`src/rtl/alu_ctrl_pkg.sv`:
```
// Shared types and constants for the ALU control FSM: state encoding, op codes,
// instruction field positions and the decoder result record.
package alu_ctrl_pkg;

  typedef enum logic [1:0] {
    IDLE      = 2'd0,
    DECODE    = 2'd1,
    EXECUTE   = 2'd2,
    WRITEBACK = 2'd3
  } state_t;

  localparam logic [3:0] OP_RTYPE = 4'h0;
  localparam logic [3:0] OP_ANDI  = 4'h1;
  localparam logic [3:0] OP_ORI   = 4'h2;
  localparam logic [3:0] OP_XORI  = 4'h3;
  localparam logic [3:0] OP_ADDI  = 4'h5;
  localparam logic [3:0] OP_SUBI  = 4'h9;
  localparam logic [3:0] OP_CMPI  = 4'hB;
  localparam logic [3:0] OP_MOVI  = 4'hD;

  // R-type ext code for compare: result only sets flags, never a register.
  localparam logic [3:0] EXT_CMP = 4'hB;

  localparam int OP_LSB    = 12;
  localparam int RDEST_LSB = 8;
  localparam int EXT_LSB   = 4;
  localparam int RSRC_LSB  = 0;

  typedef struct packed {
    logic [4:0]  control1;
    logic [4:0]  control2;
    logic        imm_control;
    logic [7:0]  opcode;
    logic [15:0] immediate;
    logic        no_write;
    logic        illegal;
  } decode_t;

  function automatic logic [3:0] field(input logic [15:0] word, input int lsb);
    return word[lsb +: 4];
  endfunction

endpackage

```
`src/rtl/alu_ctrl_fsm_if.sv`:
```
// Instruction handshake and datapath control bundle of the ALU control FSM.
// master = instruction source / datapath side, slave = the control FSM.
interface alu_ctrl_fsm_if #(
  parameter int NUM_REGS = 16
);
  logic [15:0]         instr;
  logic                instr_valid;
  logic                instr_ready;
  logic [NUM_REGS-1:0] enable;
  logic [4:0]          control1;
  logic [4:0]          control2;
  logic                imm_control;
  logic [7:0]          opcode;
  logic [15:0]         immediate;
  logic                buff_en;
  logic                busy;
  logic                illegal;

  modport master (
    output instr, instr_valid,
    input  instr_ready, enable, control1, control2, imm_control,
           opcode, immediate, buff_en, busy, illegal
  );

  modport slave (
    input  instr, instr_valid,
    output instr_ready, enable, control1, control2, imm_control,
           opcode, immediate, buff_en, busy, illegal
  );
endinterface

```
`src/rtl/alu_ctrl_decode.sv`:
```
// Combinational decode of the latched instruction word into operand selects,
// ALU opcode, extended immediate and the no-write / illegal flags.
module alu_ctrl_decode
  import alu_ctrl_pkg::*;
(
  input  logic [15:0] ir,
  output decode_t     dec
);

  logic [3:0] op;
  logic [3:0] rdest;
  logic [3:0] ext;
  logic [3:0] rsrc;
  logic [7:0] imm8;

  assign op    = field(ir, OP_LSB);
  assign rdest = field(ir, RDEST_LSB);
  assign ext   = field(ir, EXT_LSB);
  assign rsrc  = field(ir, RSRC_LSB);
  assign imm8  = {ext, rsrc};

  always_comb begin
    // NOTE: defaulting the whole record first means no path leaves a field unassigned, so no latch is inferred.
    dec          = '0;
    dec.control1 = {1'b0, rdest};
    dec.control2 = {1'b0, rsrc};
    case (op)
      OP_RTYPE: begin
        dec.opcode   = {op, ext};
        dec.no_write = (ext == EXT_CMP);
      end
      OP_ANDI, OP_ORI, OP_XORI: begin
        dec.imm_control = 1'b1;
        dec.opcode      = {op, 4'h0};
        dec.immediate   = {8'h00, imm8};
      end
      OP_ADDI, OP_SUBI, OP_CMPI, OP_MOVI: begin
        dec.imm_control = 1'b1;
        dec.opcode      = {op, 4'h0};
        dec.immediate   = {{8{imm8[7]}}, imm8};
        dec.no_write    = (op == OP_CMPI);
      end
      default: begin
        dec.illegal  = 1'b1;
        dec.no_write = 1'b1;
      end
    endcase
  end

endmodule

```
`src/rtl/alu_ctrl_fsm.sv`:
```
// Four-state instruction sequencer driving the ALU datapath controls.
// Define ALU_CTRL_PIPE_EN to accept the next instruction during WRITEBACK.
module alu_ctrl_fsm
  import alu_ctrl_pkg::*;
#(
  parameter int NUM_REGS = 16
) (
  input logic          clk,
  input logic          reset,
  alu_ctrl_fsm_if.slave bus
);

  state_t              state;
  logic [15:0]         ir;
  logic                ready_q;
  logic                busy_q;
  logic                buff_en_q;
  logic [NUM_REGS-1:0] enable_q;
  decode_t             dec;
  logic                accept;

  alu_ctrl_decode u_decode (
    .ir  (ir),
    .dec (dec)
  );

  assign accept = bus.instr_valid && ready_q;

  function automatic logic [NUM_REGS-1:0] one_hot(input logic [3:0] idx);
    return NUM_REGS'(1) << idx;
  endfunction

  // NOTE: non-blocking assignments so every register here samples pre-edge values of the others.
  always_ff @(posedge clk or negedge reset) begin
    if (!reset) begin
      state     <= IDLE;
      ir        <= '0;
      ready_q   <= 1'b1;
      busy_q    <= 1'b0;
      buff_en_q <= 1'b0;
      enable_q  <= '0;
    end else begin
      case (state)
        IDLE: begin
          if (accept) begin
            state   <= DECODE;
            ir      <= bus.instr;
            ready_q <= 1'b0;
            busy_q  <= 1'b1;
          end
        end
        DECODE: state <= EXECUTE;
        EXECUTE: begin
          state <= WRITEBACK;
          if (!dec.no_write) begin
            enable_q  <= one_hot(dec.control1[3:0]);
            buff_en_q <= 1'b1;
          end
`ifdef ALU_CTRL_PIPE_EN
          ready_q <= 1'b1;
`endif
        end
        WRITEBACK: begin
          enable_q  <= '0;
          buff_en_q <= 1'b0;
`ifdef ALU_CTRL_PIPE_EN
          if (accept) begin
            state   <= DECODE;
            ir      <= bus.instr;
            ready_q <= 1'b0;
          end else begin
            state  <= IDLE;
            ir     <= '0;
            busy_q <= 1'b0;
          end
`else
          // Clearing the word makes the operand outputs read zero while idle.
          state   <= IDLE;
          ir      <= '0;
          ready_q <= 1'b1;
          busy_q  <= 1'b0;
`endif
        end
        default: state <= IDLE;
      endcase
    end
  end

  assign bus.instr_ready = ready_q;
  assign bus.busy        = busy_q;
  assign bus.enable      = enable_q;
  assign bus.buff_en     = buff_en_q;
  assign bus.illegal     = (state == DECODE) && dec.illegal;
  assign bus.control1    = dec.control1;
  assign bus.control2    = dec.control2;
  assign bus.imm_control = dec.imm_control;
  assign bus.opcode      = dec.opcode;
  assign bus.immediate   = dec.immediate;

endmodule

```
`src/flat_wrapper.sv`:
```
// flat-port wrapper written by rule: the top's interface ports become plain ports
module alu_ctrl_fsm_flat import alu_ctrl_pkg::*;
#(
  parameter int NUM_REGS = 16
)
  (clk, reset, bus_instr, bus_instr_valid, bus_instr_ready, bus_enable, bus_control1, bus_control2, bus_imm_control, bus_opcode, bus_immediate, bus_buff_en, bus_busy, bus_illegal);
  alu_ctrl_fsm_if #(.NUM_REGS(NUM_REGS)) bus_i ();
  input logic clk;
  input logic reset;
  input wire logic [$bits(bus_i.instr)-1:0] bus_instr;
  input wire logic [$bits(bus_i.instr_valid)-1:0] bus_instr_valid;
  output wire logic [$bits(bus_i.instr_ready)-1:0] bus_instr_ready;
  output wire logic [$bits(bus_i.enable)-1:0] bus_enable;
  output wire logic [$bits(bus_i.control1)-1:0] bus_control1;
  output wire logic [$bits(bus_i.control2)-1:0] bus_control2;
  output wire logic [$bits(bus_i.imm_control)-1:0] bus_imm_control;
  output wire logic [$bits(bus_i.opcode)-1:0] bus_opcode;
  output wire logic [$bits(bus_i.immediate)-1:0] bus_immediate;
  output wire logic [$bits(bus_i.buff_en)-1:0] bus_buff_en;
  output wire logic [$bits(bus_i.busy)-1:0] bus_busy;
  output wire logic [$bits(bus_i.illegal)-1:0] bus_illegal;
  assign bus_i.instr = bus_instr;
  assign bus_i.instr_valid = bus_instr_valid;
  assign bus_instr_ready = bus_i.instr_ready;
  assign bus_enable = bus_i.enable;
  assign bus_control1 = bus_i.control1;
  assign bus_control2 = bus_i.control2;
  assign bus_imm_control = bus_i.imm_control;
  assign bus_opcode = bus_i.opcode;
  assign bus_immediate = bus_i.immediate;
  assign bus_buff_en = bus_i.buff_en;
  assign bus_busy = bus_i.busy;
  assign bus_illegal = bus_i.illegal;
  alu_ctrl_fsm #(.NUM_REGS(NUM_REGS)) u_core (.clk(clk), .reset(reset), .bus(bus_i));
endmodule
```
`config.mk`:
```
export PLATFORM = sky130hd
export DESIGN_NAME = alu_ctrl_fsm_flat
export DESIGN_NICKNAME = d
export VERILOG_FILES = /design/src/rtl/alu_ctrl_pkg.sv /design/src/rtl/alu_ctrl_fsm_if.sv /design/src/rtl/alu_ctrl_decode.sv /design/src/rtl/alu_ctrl_fsm.sv /design/src/flat_wrapper.sv
export SDC_FILE = /design/constraint.sdc
export NUM_CORES = 1
export LEC_CHECK = 0
export ABC_AREA = 0
export ABC_CLOCK_PERIOD_IN_PS = 1400
export CORE_UTILIZATION = 39
export DETAILED_ROUTE_END_ITERATION = 8
export HOLD_SLACK_MARGIN = 0.12
export PLACE_DENSITY = 0.76
export SETUP_SLACK_MARGIN = 0.1
export SLEW_MARGIN = 20
export SYNTH_ARGS = -nofsm -noshare
export SYNTH_HDL_FRONTEND = slang
export SYNTH_SLANG_ARGS = --single-unit
```
`constraint.sdc`:
```
create_clock -name clk -period 1.4 [get_ports clk]
set_input_delay 0.28 -clock clk [delete_from_list [all_inputs] [get_ports clk]]
set_output_delay 0.28 -clock clk [all_outputs]
set_load 0.05 [all_outputs]
```
==> impl_metrics.csv, run 1 <==
group,metric,value,unit
outcome,status,"finished with violations",
worst_setup_path,critPathArrivalTime,1680,ps
floorplan,rows,24,
global_routing,antenna_found_initial,0,
placement,hpwl,3.73,mm
worst_setup_path,critPathKind,"reg2out",
sta,finClkSkew,9.48,ps
route,ant_nets,0,
flow_run,maxCapViolCount,0,
pwr,power.leakage,0.00192,uW
sta,rsz0062_at_grt,"yes",
pwr,p_int,6520,uW
route,remaining_drc_errors,0,
sta,fmaxAchievable,509,MHz
synthesis,synth_cells,188,
route,drt_wl_total,8.60,mm
clock_tree,cts_buffer_depth,2,
sta,slew_viol_final,0,
pwr,ir_drop,2.21,mV
clock_tree,clk_pin_slew,80,ps
clock_tree,cts_tree,"done",
floorplan,die_h,71.5,um
worst_setup_path,required,1120,ps
pwr,power.total,12300,uW
global_routing,first_global_vias,2066,
placement,io_buffers,71,
pwr,power.density,2910,nW/um2
clock_tree,cts_root_buffer,"clkbuf_8",
worst_setup_path,r2r_cells,6,
worst_setup_path,path_delay_family,"simple AND/OR/NAND/NOR gates",
floorplan,core,4500,um2
worst_setup_path,cp_num_cells,4,
pwr,power_frac_seq,0.167,
synthesis,synth.distinct_cells,33,
worst_setup_path,worstSetupEndpointType,"output pin",
sta,finalSetupViolCount,63,
global_routing,overflow,0,
synthesis,synth_top_area_cell,"dfrtp_1",
sta,fin_crit,1960,ps
clock_tree,clk_latency,300,ps
route,wl_per_cell,24.4,um
outcome,violations,"negative setup slack",
route,viasPerCell,5.64,
clock_tree,numCtsBuffers,5,
route,detail_route.first_pass.iterations,4,
worst_setup_path,critPathSlowestCell,"dfrtp_2",
synthesis,ys_seq_area_frac,0.493,
route,drt_iter0_markers,140,
worst_setup_path,critPathMaxStageDelay,470,ps
layout,final_core_util,0.935,
global_routing,grt_max_degree,17,
synthesis,synth_top_area_share,0.479,
synthesis,synth_area_leaders,"dfrtp_1, nand2_1, buf_4",
pwr,p_sw,5730,uW
clock_tree,htreeDepth,2,
pwr,pwr-share-comb,0.769,
sta,hold_viol_final,0,
layout,fin_nets,325,
worst_setup_path,critPathLaunchType,"register",
pwr,swShare,0.468,
global_routing,grt_pass1_wl,11.1,mm
floorplan,initial_core_util,0.418,
synthesis,ys_ff_latch,37,
worst_setup_path,critPathMaxFanout,5,
floorplan,die-area,5110,um2
pwr,pwr-share-clk,0.064,
sta,finalCritPeriodShare,1.40,
layout,drive_above_1_share,0.684,
synthesis,synth-warning-count,0,
worst_setup_path,critPathBufInv,2,
layout,syn2layout_area_growth,124,%
worst_setup_path,crit_chain,"nor4_4 > buf_4 > and2_4 > buf_12",
sta,fin_ws,-565,ps
layout,antenna_cells,0,
route,vias,1992,
hold_path,hold_path_class,"in2async",
synthesis,netlist_area,1880,um2
synthesis,syn_avg_cell_area,10.0,um2
placement,place.gp.congestion,0.765,
floorplan,dieWidth,71.5,um
clock_tree,cts_num_sinks,37,
global_routing,grt_usage,0.294,
floorplan,io-pin-count,74,
power groups by stage:
stage | Combinational [uW] | Clock (uW) | Sequential (uW)
floorplan | 3460 | 0 | 2210
global placement | 6060 | 0 | 1900
detailed placement | 6210 | 0 | 1930
CTS | 8400 | 767 | 1930
global route | 9690 | 831 | 2060
finish | 9430 | 785 | 2040
kinds of logic (layout without fill, tap and decap cells):
family | count (synthesis) | count (layout) | share of synthesized area
buffers and inverters | 32 | 144 | 0.102
adder cells (fa/ha/maj) | 5 | 5 | 0.0332
multiplexers | 2 | 2 | 0.0180
flip-flops | 37 | 37 | 0.493
AND/OR/NAND/NOR | 71 | 71 | 0.197
other | 1 | 2 | 0.00199
AO/OA/AOI/OAI | 40 | 40 | 0.155
registers in the layout, summed over array words and instances (netlist names):
register                flops
u_core.ir                  16
u_core.bus.instr_ready      1
u_core.state                2
u_core.bus.busy             1
u_core.bus.buff_en          1
u_core.bus.enable          16
what timing repair did:
action | in CTS | in global routing
gates resized for setup | 73 | 49
setup endpoints to repair | 64 | 66
setup buffers | 17 | 6
hold endpoints to repair | 9 | 0
pin swaps | 18 | 16
hold buffers | 1 | 0
gates cloned | 7 | 0
worst paths after layout:
| check | slack, ps | endpoint | startpoint |
|---|---|---|---|
| setup / recovery | -560 | bus_opcode[0] | u_core.ir[14]$_DFFE_PN0P_ |
| hold / removal | 400 | u_core.state[0]$_DFFE_PN0P_ | reset |
| setup reg to reg | -490 | u_core.bus.enable[14]$_DFFE_PN0P_ | u_core.state[1]$_DFFE_PN0P_ |
| hold reg to reg | 560 | u_core.bus.enable[11]$_DFFE_PN0P_ | u_core.bus.enable[11]$_DFFE_PN0P_ |
| max in group asynchronous | 470 | u_core.bus.instr_ready$_DFFE_PN1P_ | reset |
| min in group clk | 540 | u_core.ir[12]$_DFFE_PN0P_ | bus_instr[12] |
cell usage after synthesis, drive strengths merged:
master,instances
buf,18
dfrtp,36
a22o,9
mux2,1
nor2b,12
or2,1
o2bb2ai,4
inv,9
dfstp,1
o221ai,1
nor3,1
nand4,1
clkbuf,5
mux2i,1
and3,2
o21ai,18
nor2,4
o21a,1
a32o,3
conb,1
and2,4
nor4,1
a22oi,1
nand2b,2
a21oi,1
nand3,1
ha,5
and4bb,1
nand2,38
a21boi,2
and4b,3
cells in the final DEF (no fill, tap or decap), types with 2 or more instances in the layout:
cell type and count:
nor2b_4 8, nand2_2 11, buf_4 22, buf_6 29, o21ai_1 5, and4b_2 2
a32o_1 3, inv_2 2, a22o_1 9, nand2_1 15, dfrtp_2 6, buf_8 2
clkbuf_8 6, a21boi_4 2, ha_1 2, buf_16 5, nor2b_1 3, o21ai_2 13
o2bb2ai_2 2, nand2_4 12, nor2_4 3, buf_12 49, inv_1 4, clkbuf_16 2
dfrtp_1 30, conb_1 2, and2_4 4, o2bb2ai_4 2, nand2b_4 2, ha_4 3
clkdlybuf4s50_1 17, and3_4 2
final cells by class:
type / instances / area [um2]
flip-flops and latches: 37 / 935
repair buffers: 128 / 1880
multi-input cells: 120 / 1200
inverters: 9 / 45.0
fillers: 127 / 294
well taps: 52 / 65.1
clock buffers: 7 / 86.3
metal layers:
metal  global-route usage  vias up  part of all wire  wire length, um
met4                0.115        0             0.023              200
met3               0.0492       22             0.051              442
met1                0.369     1032              0.39             3360
met5                    0        -                 0                0
met2                0.508       92              0.53             4590
li1                     -      846                 -                -
worst reg2reg max path, cell delays in order (launching register included):
cell	delay, ps
dfrtp_1	400
buf_6	140
ha_1	250
nor2b_1	440
nand4_1	260
buf_6	210
o2bb2ai_4	120
per-stage QoR:
stage | std cells | hold WS, ps | setup TNS, ps | area [um2] | setup slack, ps
after floorplan | 189 | -15.6 | -10100 | 2130 | -529
after global placement | 317 | 155 | -7680 | 3300 | -229
after detailed placement | 317 | 168 | -10090 | 3300 | -330
after CTS | 349 | 384 | -17970 | 4010 | -490
after global routing | 353 | 419 | -25250 | 4210 | -567
final | 353 | 397 | -22550 | 4210 | -565
Note: power is estimated with default switching activity, not from simulation.
==> inputs of run 2 (changes only) <==
Settings changed: SLEW_MARGIN 20 to not set.
==> results of run 2 <==
No change in the layout: final DEF, timing and power equal those of run 1.
==> inputs of run 3 (changes only) <==
Settings changed: SETUP_SLACK_MARGIN 0.1 to 0.2.
==> impl_metrics.csv, run 3 (synthesis gave the netlist of run 1 again) <==
group,metric,value,unit
sta,slew_viol_final,0,
layout,final_core_util,0.915,
worst_setup_path,critPathSlowestCell,"dfrtp_2",
global_routing,overflow,0,
placement,place.gp.congestion,0.760,
worst_setup_path,worst-r2r-setup-slack,-500,ps
sta,fin_crit,1910,ps
sta,finClkSkew,5.58,ps
placement,dp_slack,-323,ps
worst_setup_path,critPathLaunchType,"register",
floorplan,die_h,71.5,um
placement,io_buffers,71,
sta,setup_tns,-21950,ps
route,remaining_drc_errors,0,
layout,stdcell_area,4120,um2
route,viasPerCell,5.65,
placement,dp_cells,318,
floorplan,initial_core_util,0.418,
clock_tree,cts_root_buffer,"clkbuf_8",
worst_setup_path,critPathMaxFanout,5,
clock_tree,clk_pin_slew,80,ps
route,drt_wl_total,8.11,mm
global_routing,grt_pass1_wl,10.8,mm
floorplan,dieWidth,71.5,um
floorplan,io-pin-count,74,
global_routing,use_met1,0.352,
floorplan,rows,24,
placement,placedInstanceArea,3320,um2
outcome,violations,"negative setup slack",
clock_tree,cts_tree,"done",
pwr,power.leakage,0.00191,uW
worst_setup_path,reg2reg_from,"u_core.ir[14]$_DFFE_PN0P_",
global_routing,grt_max_degree,22,
worst_setup_path,critPathArrivalTime,1630,ps
sta,fmaxAchievable,523,MHz
route,vias,2029,
floorplan,core,4500,um2
layout,syn2layout_area_growth,119,%
worst_setup_path,worstSetupEndpointType,"output pin",
global_routing,met2_usage,0.488,
worst_setup_path,crit_chain,"nor4_4 > buf_4 > and2_4 > buf_12",
global_routing,grt.met3_usage,0.0731,
pwr,ir_drop,2.13,mV
global_routing,antenna_found_initial,0,
layout,final_cell_mix,"buf_12, buf_4, nand2_1, buf_6, dfrtp_1",
worst_setup_path,path_delay_family,"simple AND/OR/NAND/NOR gates",
route,drt_iter0_markers,133,
global_routing,busiest_layer,"met2",
clock_tree,numCtsBuffers,5,
worst_setup_path,critPathBufInv,2,
placement,hpwl,3.96,mm
sta,rsz0062_at_grt,"yes",
clock_tree,cts_num_sinks,37,
worst_setup_path,required,1120,ps
clock_tree,cts_buffer_depth,2,
layout,layout_commonest_cell,"buf_12",
worst_setup_path,critPathKind,"reg2out",
flow_run,maxCapViolCount,0,
floorplan,die-area,5110,um2
clock_tree,clk_latency,300,ps
sta,finalSetupViolCount,64,
outcome,status,"finished with violations",
sta,fin_ws,-513,ps
route,ant_nets,0,
worst_setup_path,cp-startpoint,"u_core.ir[14]$_DFFE_PN0P_",
global_routing,first_global_vias,2032,
route,wl_per_cell,22.6,um
worst_setup_path,critPathMaxStageDelay,480,ps
hold_path,hold_path_class,"in2async",
global_routing,grt_usage,0.290,
layout,fin_nets,331,
worst_setup_path,r2r_end,"u_core.bus.enable[13]$_DFFE_PN0P_",
worst_setup_path,r2r_cells,6,
clock_tree,htreeDepth,2,
layout,antenna_cells,0,
route,detail_route.first_pass.iterations,4,
sta,finalCritPeriodShare,1.37,
pwr,power.density,2850,nW/um2
layout,drive_above_1_share,0.674,
sta,hold_viol_final,0,
layout,layout.cells.non_filler,359,
[run 3: cell count changes in the layout (fill, tap and decap cells not counted), moves of 4 or more]
cell	before	now
buf_4	22	34
nand2_1	15	27
nand2_2	11	4
nand2_4	12	7
dfrtp_1	30	26
dfrtp_2	6	10
o21ai_1	5	1
o21ai_2	13	17
[run 3: how the worst max path moves through the flow]
| stage | slack [ps] | cells past startpoint | endpoint |
|---|---|---|---|
| after detailed placement | -320 | 4 | u_core.bus.enable[0]$_DFFE_PN0P_ |
| final | -510 | 4 | bus_opcode[3] |
| after global placement | -230 | 4 | u_core.bus.enable[4]$_DFFE_PN0P_ |
| after floorplan | -530 | 4 | bus_imm_control |
| after CTS | -470 | 6 | bus_imm_control |
| after global routing | -540 | 4 | bus_opcode[2] |
[run 3: through the flow]
step / hold WS (ps) / power, uW
final: 482 / 11700
after global routing: 500 / 12100
after CTS: 496 / 10900
after detailed placement: 251 / 8240
after global placement: 244 / 8020
after floorplan: -15.6 / 5720
[run 3: tightest hold or removal path: stages]
cell and delay, ps:
dlygate4sd3_1 530, buf_2 110, buf_4 230
[run 3: layout make-up]
type | instances | area (um2)
Timing Repair Buffer | 134 | 1850
Fill cell | 168 | 382
Clock buffer | 7 | 86.3
Inverter | 9 | 40.0
Sequential cell | 37 | 940
Multi-Input combinational cell | 120 | 1140
Tap cell | 52 | 65.1
[run 3: report_power, final]
part	internal [uW]	leakage (uW)	total, uW	switching (uW)
logic	4430	0.00139	8910	4480
clock network	391	0.0000443	794	403
registers	1470	0.000471	2040	571
[run 3: repair_timing]
item / 4_1_cts / 5_1_grt
gates cloned: 5 / 0
endpoints found under the hold margin: 36 / 0
setup buffers: 19 / 9
pin swaps: 30 / 11
setup endpoints to repair: 68 / 75
resized for setup: 68 / 30
hold buffers: 1 / 0
[run 3: routing by layer]
layer | share of wire | wire length, um | vias up
li1 | - | - | 861
met1 | 0.37 | 2980 | 1034
met2 | 0.53 | 4310 | 105
met3 | 0.058 | 470 | 29
met4 | 0.042 | 337 | 0
met5 | 0 | 0 | -
